===== src/rtl/lanceur_pkg.sv =====
// Shared types and helpers for the dice-launcher roll controller.
package lanceur_pkg;

  localparam int unsigned VAL_W   = 7;
  localparam int unsigned CHOIX_W = 8;

  typedef enum logic [1:0] {
    IDLE,
    ROLL,
    SHOW,
    ERR
  } state_t;

  // True when exactly one die is selected.
  function automatic logic onehot_ok(input logic [CHOIX_W-1:0] choix);
    int unsigned n;
    n = 0;
    for (int unsigned i = 0; i < CHOIX_W; i++) begin
      n = n + {31'd0, choix[i]};
    end
    return (n == 1);
  endfunction

endpackage


===== src/rtl/lanceur_sequenceur_if.sv =====
// Signal bundle between the roll controller, the launch button, the random counter and the display.
interface lanceur_sequenceur_if;
  import lanceur_pkg::*;

  logic               BLancer;
  logic [CHOIX_W-1:0] Choix;
  logic [VAL_W-1:0]   ValCPT;
  logic [VAL_W-1:0]   ValMin;
  logic [VAL_W-1:0]   ValMax;
  logic [VAL_W-1:0]   Result;
  logic               ResValid;
  logic               Rolling;
  logic               Err;

  modport master (
    output BLancer, Choix, ValCPT, ValMin, ValMax,
    input  Result, ResValid, Rolling, Err
  );

  modport slave (
    input  BLancer, Choix, ValCPT, ValMin, ValMax,
    output Result, ResValid, Rolling, Err
  );

endinterface


===== src/rtl/lanceur_debounce.sv =====
// Launch button conditioning: 2-flop synchroniser, stability-count debouncer and a
// single-cycle pulse on the debounced rising edge.
module lanceur_debounce #(
  parameter int unsigned DEBOUNCE_CYCLES = 500000
) (
  input  logic clk,
  input  logic rst,
  input  logic raw,
  output logic rise
);

  logic        sync1, sync2;
  logic        level, level_d;
  logic [31:0] cnt;

  always_ff @(posedge clk) begin
    if (rst) begin
      sync1   <= 1'b0;
      sync2   <= 1'b0;
      level   <= 1'b0;
      level_d <= 1'b0;
      cnt     <= '0;
      rise    <= 1'b0;
    end else begin
      sync1   <= raw;
      sync2   <= sync1;
      level_d <= level;
      rise    <= level & ~level_d;
      // Any cycle where the synced input matches the level restarts the count.
      if (sync2 != level) begin
        if (cnt == 32'(DEBOUNCE_CYCLES - 1)) begin
          level <= sync2;
          cnt   <= '0;
        end else begin
          cnt <= cnt + 32'd1;
        end
      end else begin
        cnt <= '0;
      end
    end
  end

endmodule


===== src/rtl/lanceur_sequenceur.sv =====
// Dice-launcher roll controller: animates the random counter, then latches the final draw.
// Optional LANCEUR_SLOWDOWN_EN: step interval grows by STEP_CYCLES every 4 steps.
module lanceur_sequenceur
  import lanceur_pkg::*;
#(
  parameter int unsigned DEBOUNCE_CYCLES = 500000,
  parameter int unsigned ROLL_STEPS      = 16,
  parameter int unsigned STEP_CYCLES     = 2500000
) (
  input  logic                 ClkIn,
  input  logic                 RstIn,
  lanceur_sequenceur_if.slave  bus
);

  localparam int unsigned      STEP_W    = $clog2(ROLL_STEPS + 1);
  localparam logic [STEP_W-1:0] LAST_STEP = STEP_W'(ROLL_STEPS - 1);

  logic               launch;
  logic [CHOIX_W-1:0] choix_q, choix_prev;
  logic               choix_ok, choix_chg;
  state_t             state, state_n;
  logic [STEP_W-1:0]  step, step_n;
  logic [31:0]        timer, timer_n;
  logic [31:0]        interval;
  logic [VAL_W-1:0]   result, result_n;
  logic               res_valid, res_valid_n;
  logic               wrap, in_range;

  lanceur_debounce #(
    .DEBOUNCE_CYCLES(DEBOUNCE_CYCLES)
  ) u_debounce (
    .clk  (ClkIn),
    .rst  (RstIn),
    .raw  (bus.BLancer),
    .rise (launch)
  );

  // Choix pipeline is left unreset so it tracks the switches through a reset pulse
  // and no spurious change/error is seen when reset releases.
  always_ff @(posedge ClkIn) begin
    choix_q    <= bus.Choix;
    choix_prev <= choix_q;
  end

  assign choix_ok  = onehot_ok(choix_q);
  assign choix_chg = (choix_q != choix_prev);
  assign wrap      = (timer == interval - 32'd1);
  assign in_range  = (bus.ValCPT >= bus.ValMin) && (bus.ValCPT <= bus.ValMax);

`ifdef LANCEUR_SLOWDOWN_EN
  logic [31:0] interval_n;

  always_ff @(posedge ClkIn) begin
    if (RstIn) interval <= 32'(STEP_CYCLES);
    else       interval <= interval_n;
  end
`else
  assign interval = 32'(STEP_CYCLES);
`endif

  always_comb begin
    state_n     = state;
    step_n      = step;
    timer_n     = timer;
    result_n    = result;
    res_valid_n = res_valid;
`ifdef LANCEUR_SLOWDOWN_EN
    interval_n  = interval;
`endif
    if (!choix_ok) begin
      state_n     = ERR;
      step_n      = '0;
      timer_n     = '0;
      result_n    = '0;
      res_valid_n = 1'b0;
    end else if (choix_chg) begin
      state_n     = IDLE;
      step_n      = '0;
      timer_n     = '0;
      result_n    = '0;
      res_valid_n = 1'b0;
    end else begin
      unique case (state)
        IDLE, SHOW: begin
          if (launch) begin
            state_n     = ROLL;
            step_n      = '0;
            timer_n     = '0;
            res_valid_n = 1'b0;
`ifdef LANCEUR_SLOWDOWN_EN
            interval_n  = 32'(STEP_CYCLES);
`endif
          end
        end
        ROLL: begin
          if (!wrap) begin
            timer_n = timer + 32'd1;
          end else begin
            if (in_range) result_n = bus.ValCPT;
            // On the last step the timer stays wrapped, so every cycle re-samples
            // until the counter lands in range.
            if (step == LAST_STEP) begin
              if (in_range) begin
                state_n     = SHOW;
                res_valid_n = 1'b1;
                timer_n     = '0;
              end
            end else begin
              step_n  = step + STEP_W'(1);
              timer_n = '0;
`ifdef LANCEUR_SLOWDOWN_EN
              if (((32'(step) + 32'd1) & 32'd3) == 32'd0)
                interval_n = interval + 32'(STEP_CYCLES);
`endif
            end
          end
        end
        ERR: begin
          state_n  = IDLE;
          result_n = '0;
        end
        default: state_n = IDLE;
      endcase
    end
  end

  always_ff @(posedge ClkIn) begin
    if (RstIn) begin
      state     <= IDLE;
      step      <= '0;
      timer     <= '0;
      result    <= '0;
      res_valid <= 1'b0;
    end else begin
      state     <= state_n;
      step      <= step_n;
      timer     <= timer_n;
      result    <= result_n;
      res_valid <= res_valid_n;
    end
  end

  assign bus.Result   = result;
  assign bus.ResValid = res_valid;
  assign bus.Rolling  = (state == ROLL);
  assign bus.Err      = (state == ERR);

endmodule


===== src/flat_wrapper.sv =====
// flat-port wrapper written by rule: the top's interface ports become plain ports
module lanceur_sequenceur_flat import lanceur_pkg::*;
#(
  parameter int unsigned DEBOUNCE_CYCLES = 500000,
  parameter int unsigned ROLL_STEPS      = 16,
  parameter int unsigned STEP_CYCLES     = 2500000
)
  (ClkIn, RstIn, bus_BLancer, bus_Choix, bus_ValCPT, bus_ValMin, bus_ValMax, bus_Result, bus_ResValid, bus_Rolling, bus_Err);
  lanceur_sequenceur_if bus_i ();
  input  logic ClkIn;
  input  logic RstIn;
  input wire logic [$bits(bus_i.BLancer)-1:0] bus_BLancer;
  input wire logic [$bits(bus_i.Choix)-1:0] bus_Choix;
  input wire logic [$bits(bus_i.ValCPT)-1:0] bus_ValCPT;
  input wire logic [$bits(bus_i.ValMin)-1:0] bus_ValMin;
  input wire logic [$bits(bus_i.ValMax)-1:0] bus_ValMax;
  output wire logic [$bits(bus_i.Result)-1:0] bus_Result;
  output wire logic [$bits(bus_i.ResValid)-1:0] bus_ResValid;
  output wire logic [$bits(bus_i.Rolling)-1:0] bus_Rolling;
  output wire logic [$bits(bus_i.Err)-1:0] bus_Err;
  assign bus_i.BLancer = bus_BLancer;
  assign bus_i.Choix = bus_Choix;
  assign bus_i.ValCPT = bus_ValCPT;
  assign bus_i.ValMin = bus_ValMin;
  assign bus_i.ValMax = bus_ValMax;
  assign bus_Result = bus_i.Result;
  assign bus_ResValid = bus_i.ResValid;
  assign bus_Rolling = bus_i.Rolling;
  assign bus_Err = bus_i.Err;
  lanceur_sequenceur #(.DEBOUNCE_CYCLES(DEBOUNCE_CYCLES), .ROLL_STEPS(ROLL_STEPS), .STEP_CYCLES(STEP_CYCLES)) u_core (.ClkIn(ClkIn), .RstIn(RstIn), .bus(bus_i));
endmodule

===== config.mk =====
export PLATFORM = sky130hd
export DESIGN_NAME = lanceur_sequenceur_flat
export DESIGN_NICKNAME = d
export VERILOG_FILES = /design/src/rtl/lanceur_pkg.sv /design/src/rtl/lanceur_sequenceur_if.sv /design/src/rtl/lanceur_debounce.sv /design/src/rtl/lanceur_sequenceur.sv /design/src/flat_wrapper.sv
export SDC_FILE = /design/constraint.sdc
export NUM_CORES = 1
export LEC_CHECK = 0
export BUFFER_PORTS_ARGS = -buffer_cell sky130_fd_sc_hd__clkbuf_2
export CAP_MARGIN = 40
export CORE_MARGIN = 2
export CORE_UTILIZATION = 50
export CTS_CLUSTER_DIAMETER = 40
export DETAILED_ROUTE_END_ITERATION = 7
export MAX_ROUTING_LAYER = met4
export PLACE_DENSITY_LB_ADDON = 0.12
export SLEW_MARGIN = 10
export SYNTH_ARGS = -nofsm -noshare
export SYNTH_HDL_FRONTEND = slang
export SYNTH_SLANG_ARGS = --single-unit

===== constraint.sdc =====
create_clock -name ClkIn -period 11.7 [get_ports ClkIn]
set_input_delay 1.755 -clock ClkIn [delete_from_list [all_inputs] [get_ports ClkIn]]
set_output_delay 1.755 -clock ClkIn [all_outputs]
set_load 0.01 [all_outputs]

==> key figures <==
Route
  – DRC: 0
  – Vias per cell: roughly 5.7
  – Final ANT Viol Nets: 0
  – Final routed wirelength across all metal layers: between 10000 and 15000 um
  – WL per Instance: about 14 um
  – Violation count after the first detailed-routing iteration: 187
  – Detailed-router iteration count before antenna repair: 4
  – Via Count: 4233

GRT
  – Largest net degree at the start of global routing: 34
  – Overall routing resource usage: 0.2049
  – Antenna violations before repair: 0
  – Vias in the first global route: 3878
  – Global-route wire length before repair: around 18000 um
  – Grt total ovfl: 0

Pwr
  – Relative contribution of the clock network to total power: 0.377
  – Power density relative to cell area: approximately 120 mW/mm2
  – Part of the total power dissipated in combinational logic: 0.094
  – Int Pwr: ~500 uW
  – Leakage power: between 0.0015 and 0.002 uW
  – Reported net switching power: roughly 160 uW
  – Largest vdd supply drop: between 90 and 100 uV
  – Flop pwr share: 0.529
  – Switching Share: 0.2473

Layout
  – Most common library cell in the layout ignoring fill and taps: sky130_fd_sc_hd__dfxtp_1
  – Share of cells above drive strength 1: 0.1447
  – Number of nets at the end of the flow: 667
  – Area growth from synthesis to layout: 10.31%
  – Commonest cells after routing, fill and taps aside: sky130_fd_sc_hd__dfxtp_1 (100), sky130_fd_sc_hd__nor2_1 (45), sky130_fd_sc_hd__clkbuf_2 (41)
  – Area of the multi-input gates: 0.002869 mm2
  – Antenna diode count: 0
  – Util after Layout: 0.5714
  – Fill cells: around 900
  – Final standard cell area without fillers: roughly 0.0056 mm2
  – Sequential standard cell area: between 0.002 and 0.0025 mm2

Clocking
  – Postcts setup bufs: 0
  – Number of buffers added by the clock tree synthesis step: 9
  – Clock-pin transition on the worst setup and hold timing paths: ~0.09 ns
  – H-Tree Level Count: 3
  – Clock insertion delay at the later pin of the skew report: 0.38 ns
  – CTS tree: built
  – Number of resized instances in the post-cts repair step: 0
  – Number of sinks driven by the clock tree: 100
  – Maximum buffer depth of the clock tree: 2
  – CTS hold repair buffers: 0
  – CTS Root Cell: sky130_fd_sc_hd__clkbuf_8

STA
  – Number of setup violations in the final report: 0
  – Part of the cycle the worst path needs: 0.3729
  – Worst setup skew after layout: 0.01508 ns
  – Hold violation count in the final report: 0
  – Setup Total Neg Slack: 0 ns
  – Number of pins exceeding their max-slew limit in the final report: 0
  – Transition at the pin with the smallest max-transition slack: between 0.8 and 0.9 ns
  – Final min period: approximately 4.4 ns
  – Unrepaired setup endpoints after global routing: false
  – Upper clock frequency limit: roughly 0.23 GHz
  – Headroom to the max-slew limit: 0.4051

Floorplan
  – Die boundary width: 105.1 um
  – IO Count: 42
  – Placeable core region: around 0.0099 mm2
  – Die Ht: ~110 um
  – Row count: 36
  – Die area: between 0.01 and 0.015 mm2
  – Effective utilization at floorplan: 0.5180

Place
  – Placed Instance Area: around 0.0054 mm2
  – Final estimated routing congestion in global placement: a little over 0.8
  – Port Buffer Count: 41
  – HPWL reported at the end of detailed placement: just under 8000 um

Yosys
  – Number of enable flip-flop cells after synthesis: 0
  – Syn_area_per_cell: 8.918 um2
  – Share of flip-flops with an asynchronous set or reset after synthesis: 0
  – Seq cells post-synth: 100
  – Sequential area share after synthesis: 0.3918
  – Portion of synthesized cell area occupied by the leading cell type: 0.3918
  – Unique masters post-synth: 61
  – Ys flop type: sky130_fd_sc_hd__dfxtp_1
  – Cell types occupying the most area after synthesis: sky130_fd_sc_hd__dfxtp_1 (39%), sky130_fd_sc_hd__ha_1 (5.1%), sky130_fd_sc_hd__xor2_1 (4.5%)
  – Instance count of the mapped netlist: 573
  – Net Count, Synth: 630
  – Top cell type by total area after synthesis: sky130_fd_sc_hd__dfxtp_1
  – Netlist area before placement: just over 0.005 mm2
  – Synthesis warning total: 0

Worst hold path
  – Worst min-delay path category: reg2reg

Worst setup path
  – Largest fanout on the critical path: 24
  – WP data required: around 12 ns
  – Worst Path Class, Setup: reg2reg
  – Data arrival time at the worst-slack endpoint: between 4 and 5 ns
  – Crit path capture type: flop
  – Startpoint kind of the worst setup timing path: flop

Status
  – Outcome: complete, no violations

Flow run
  – Total of max-cap violations: 0
==> power groups by stage <==
stage	Clock, uW	Sequential, uW	Combinational, uW
floorplan	0	356	43.2
global placement	0	357	60.2
detailed placement	0	358	62.4
CTS	258	350	62.7
global route	271	351	70.7
finish	249	350	62.4
==> Yosys cell counts (6+ instances only) <==
cell type / number
sky130_fd_sc_hd__nor2b_1: 8
sky130_fd_sc_hd__nor2_1: 45
sky130_fd_sc_hd__ha_1: 21
sky130_fd_sc_hd__xnor2_1: 16
sky130_fd_sc_hd__a21oi_2: 13
sky130_fd_sc_hd__nand4_1: 19
sky130_fd_sc_hd__o21ai_0: 22
sky130_fd_sc_hd__a31oi_1: 7
sky130_fd_sc_hd__clkbuf_1: 10
sky130_fd_sc_hd__nand2_1: 34
sky130_fd_sc_hd__o31ai_1: 11
sky130_fd_sc_hd__nand2b_1: 6
sky130_fd_sc_hd__or4_1: 13
sky130_fd_sc_hd__a22o_1: 6
sky130_fd_sc_hd__nor3_1: 8
sky130_fd_sc_hd__a21oi_1: 24
sky130_fd_sc_hd__and3_1: 7
sky130_fd_sc_hd__xor2_1: 26
sky130_fd_sc_hd__nand3_1: 33
sky130_fd_sc_hd__and2_1: 7
sky130_fd_sc_hd__or3_1: 19
sky130_fd_sc_hd__and4_1: 7
sky130_fd_sc_hd__dfxtp_1: 100
sky130_fd_sc_hd__inv_1: 38
sky130_fd_sc_hd__nor4_1: 14
==> worst paths after layout <==
path / start / to / slack [ns] / cells past startpoint
min reg2reg: u_core.choix_q[4] / u_core.choix_prev[4] / 0.39 / 0
max reg2reg: u_core.choix_q[0] / u_core.timer[12] / 7.34 / 14
min: u_core.choix_q[4] / u_core.choix_prev[4] / 0.39 / 0
max: u_core.choix_q[0] / u_core.timer[12] / 7.34 / 14
==> flip-flops by register name, indices dropped and copies added (netlist names), 2 cells and up <==
name / flops
u_core.bus.Result: 7
u_core.choix_prev: 8
u_core.choix_q: 8
u_core.state: 2
u_core.step: 5
u_core.timer: 32
u_core.u_debounce.cnt: 32
==> logic make-up (layout without fill, tap and decap cells) <==
group,count (synthesis),count (layout),share of synthesized area
xor+xnor,42,42,0.07199
buf+inv,55,97,0.04677
flops,100,100,0.3918
simple gates,246,246,0.2794
fa+ha+maj,25,25,0.06709
mux,3,3,0.006121
compound gates,102,102,0.1369
==> worst max-delay path: stages, from the launching register on <==
cell and delay (ns):
sky130_fd_sc_hd__dfxtp_1 0.34, sky130_fd_sc_hd__ha_1 0.28, sky130_fd_sc_hd__inv_1 0.05, sky130_fd_sc_hd__fa_1 0.49, sky130_fd_sc_hd__fa_1 0.41, sky130_fd_sc_hd__inv_1 0.08, sky130_fd_sc_hd__fa_1 0.18, sky130_fd_sc_hd__inv_1 0.06
sky130_fd_sc_hd__fa_1 0.37, sky130_fd_sc_hd__a211oi_1 0.17, sky130_fd_sc_hd__mux2_2 0.18, sky130_fd_sc_hd__nand3_1 0.12, sky130_fd_sc_hd__or3_1 0.63, sky130_fd_sc_hd__a311o_4 0.63, sky130_fd_sc_hd__o32ai_2 0.28
==> through the flow <==
step / setup WS, ns / hold slack, ns / cells / total power, uW
floorplan: 7.926 / 0.3625 / 573 / 399.7
global placement: 7.398 / 0.3681 / 731 / 417.7
detailed placement: 7.321 / 0.3721 / 732 / 420.1
CTS: 7.283 / 0.3917 / 748 / 670.3
global route: 7.042 / 0.4030 / 748 / 692.1
finish: 7.337 / 0.3879 / 748 / 661.4
==> layer usage <==
| metal | global-route usage | vias up | wire, um |
|---|---|---|---|
| met5 | - | - | 0 |
| met4 | 0.06952 | 0 | 171 |
| met3 | 0.03993 | 14 | 421 |
| met2 | 0.3159 | 76 | 4819 |
| met1 | 0.2700 | 1997 | 5097 |
| li1 | - | 2146 | - |
==> cell type report <==
class	count	share of cell area
clock buffer	10	0.02442
clock inverter	6	0.01620
inverter	38	0.02531
multi-input combinational	418	0.5090
sequential	100	0.3552
tap	133	0.02952
timing repair buffer	43	0.04040
No activity file was read; power rests on OpenSTA's default activity.
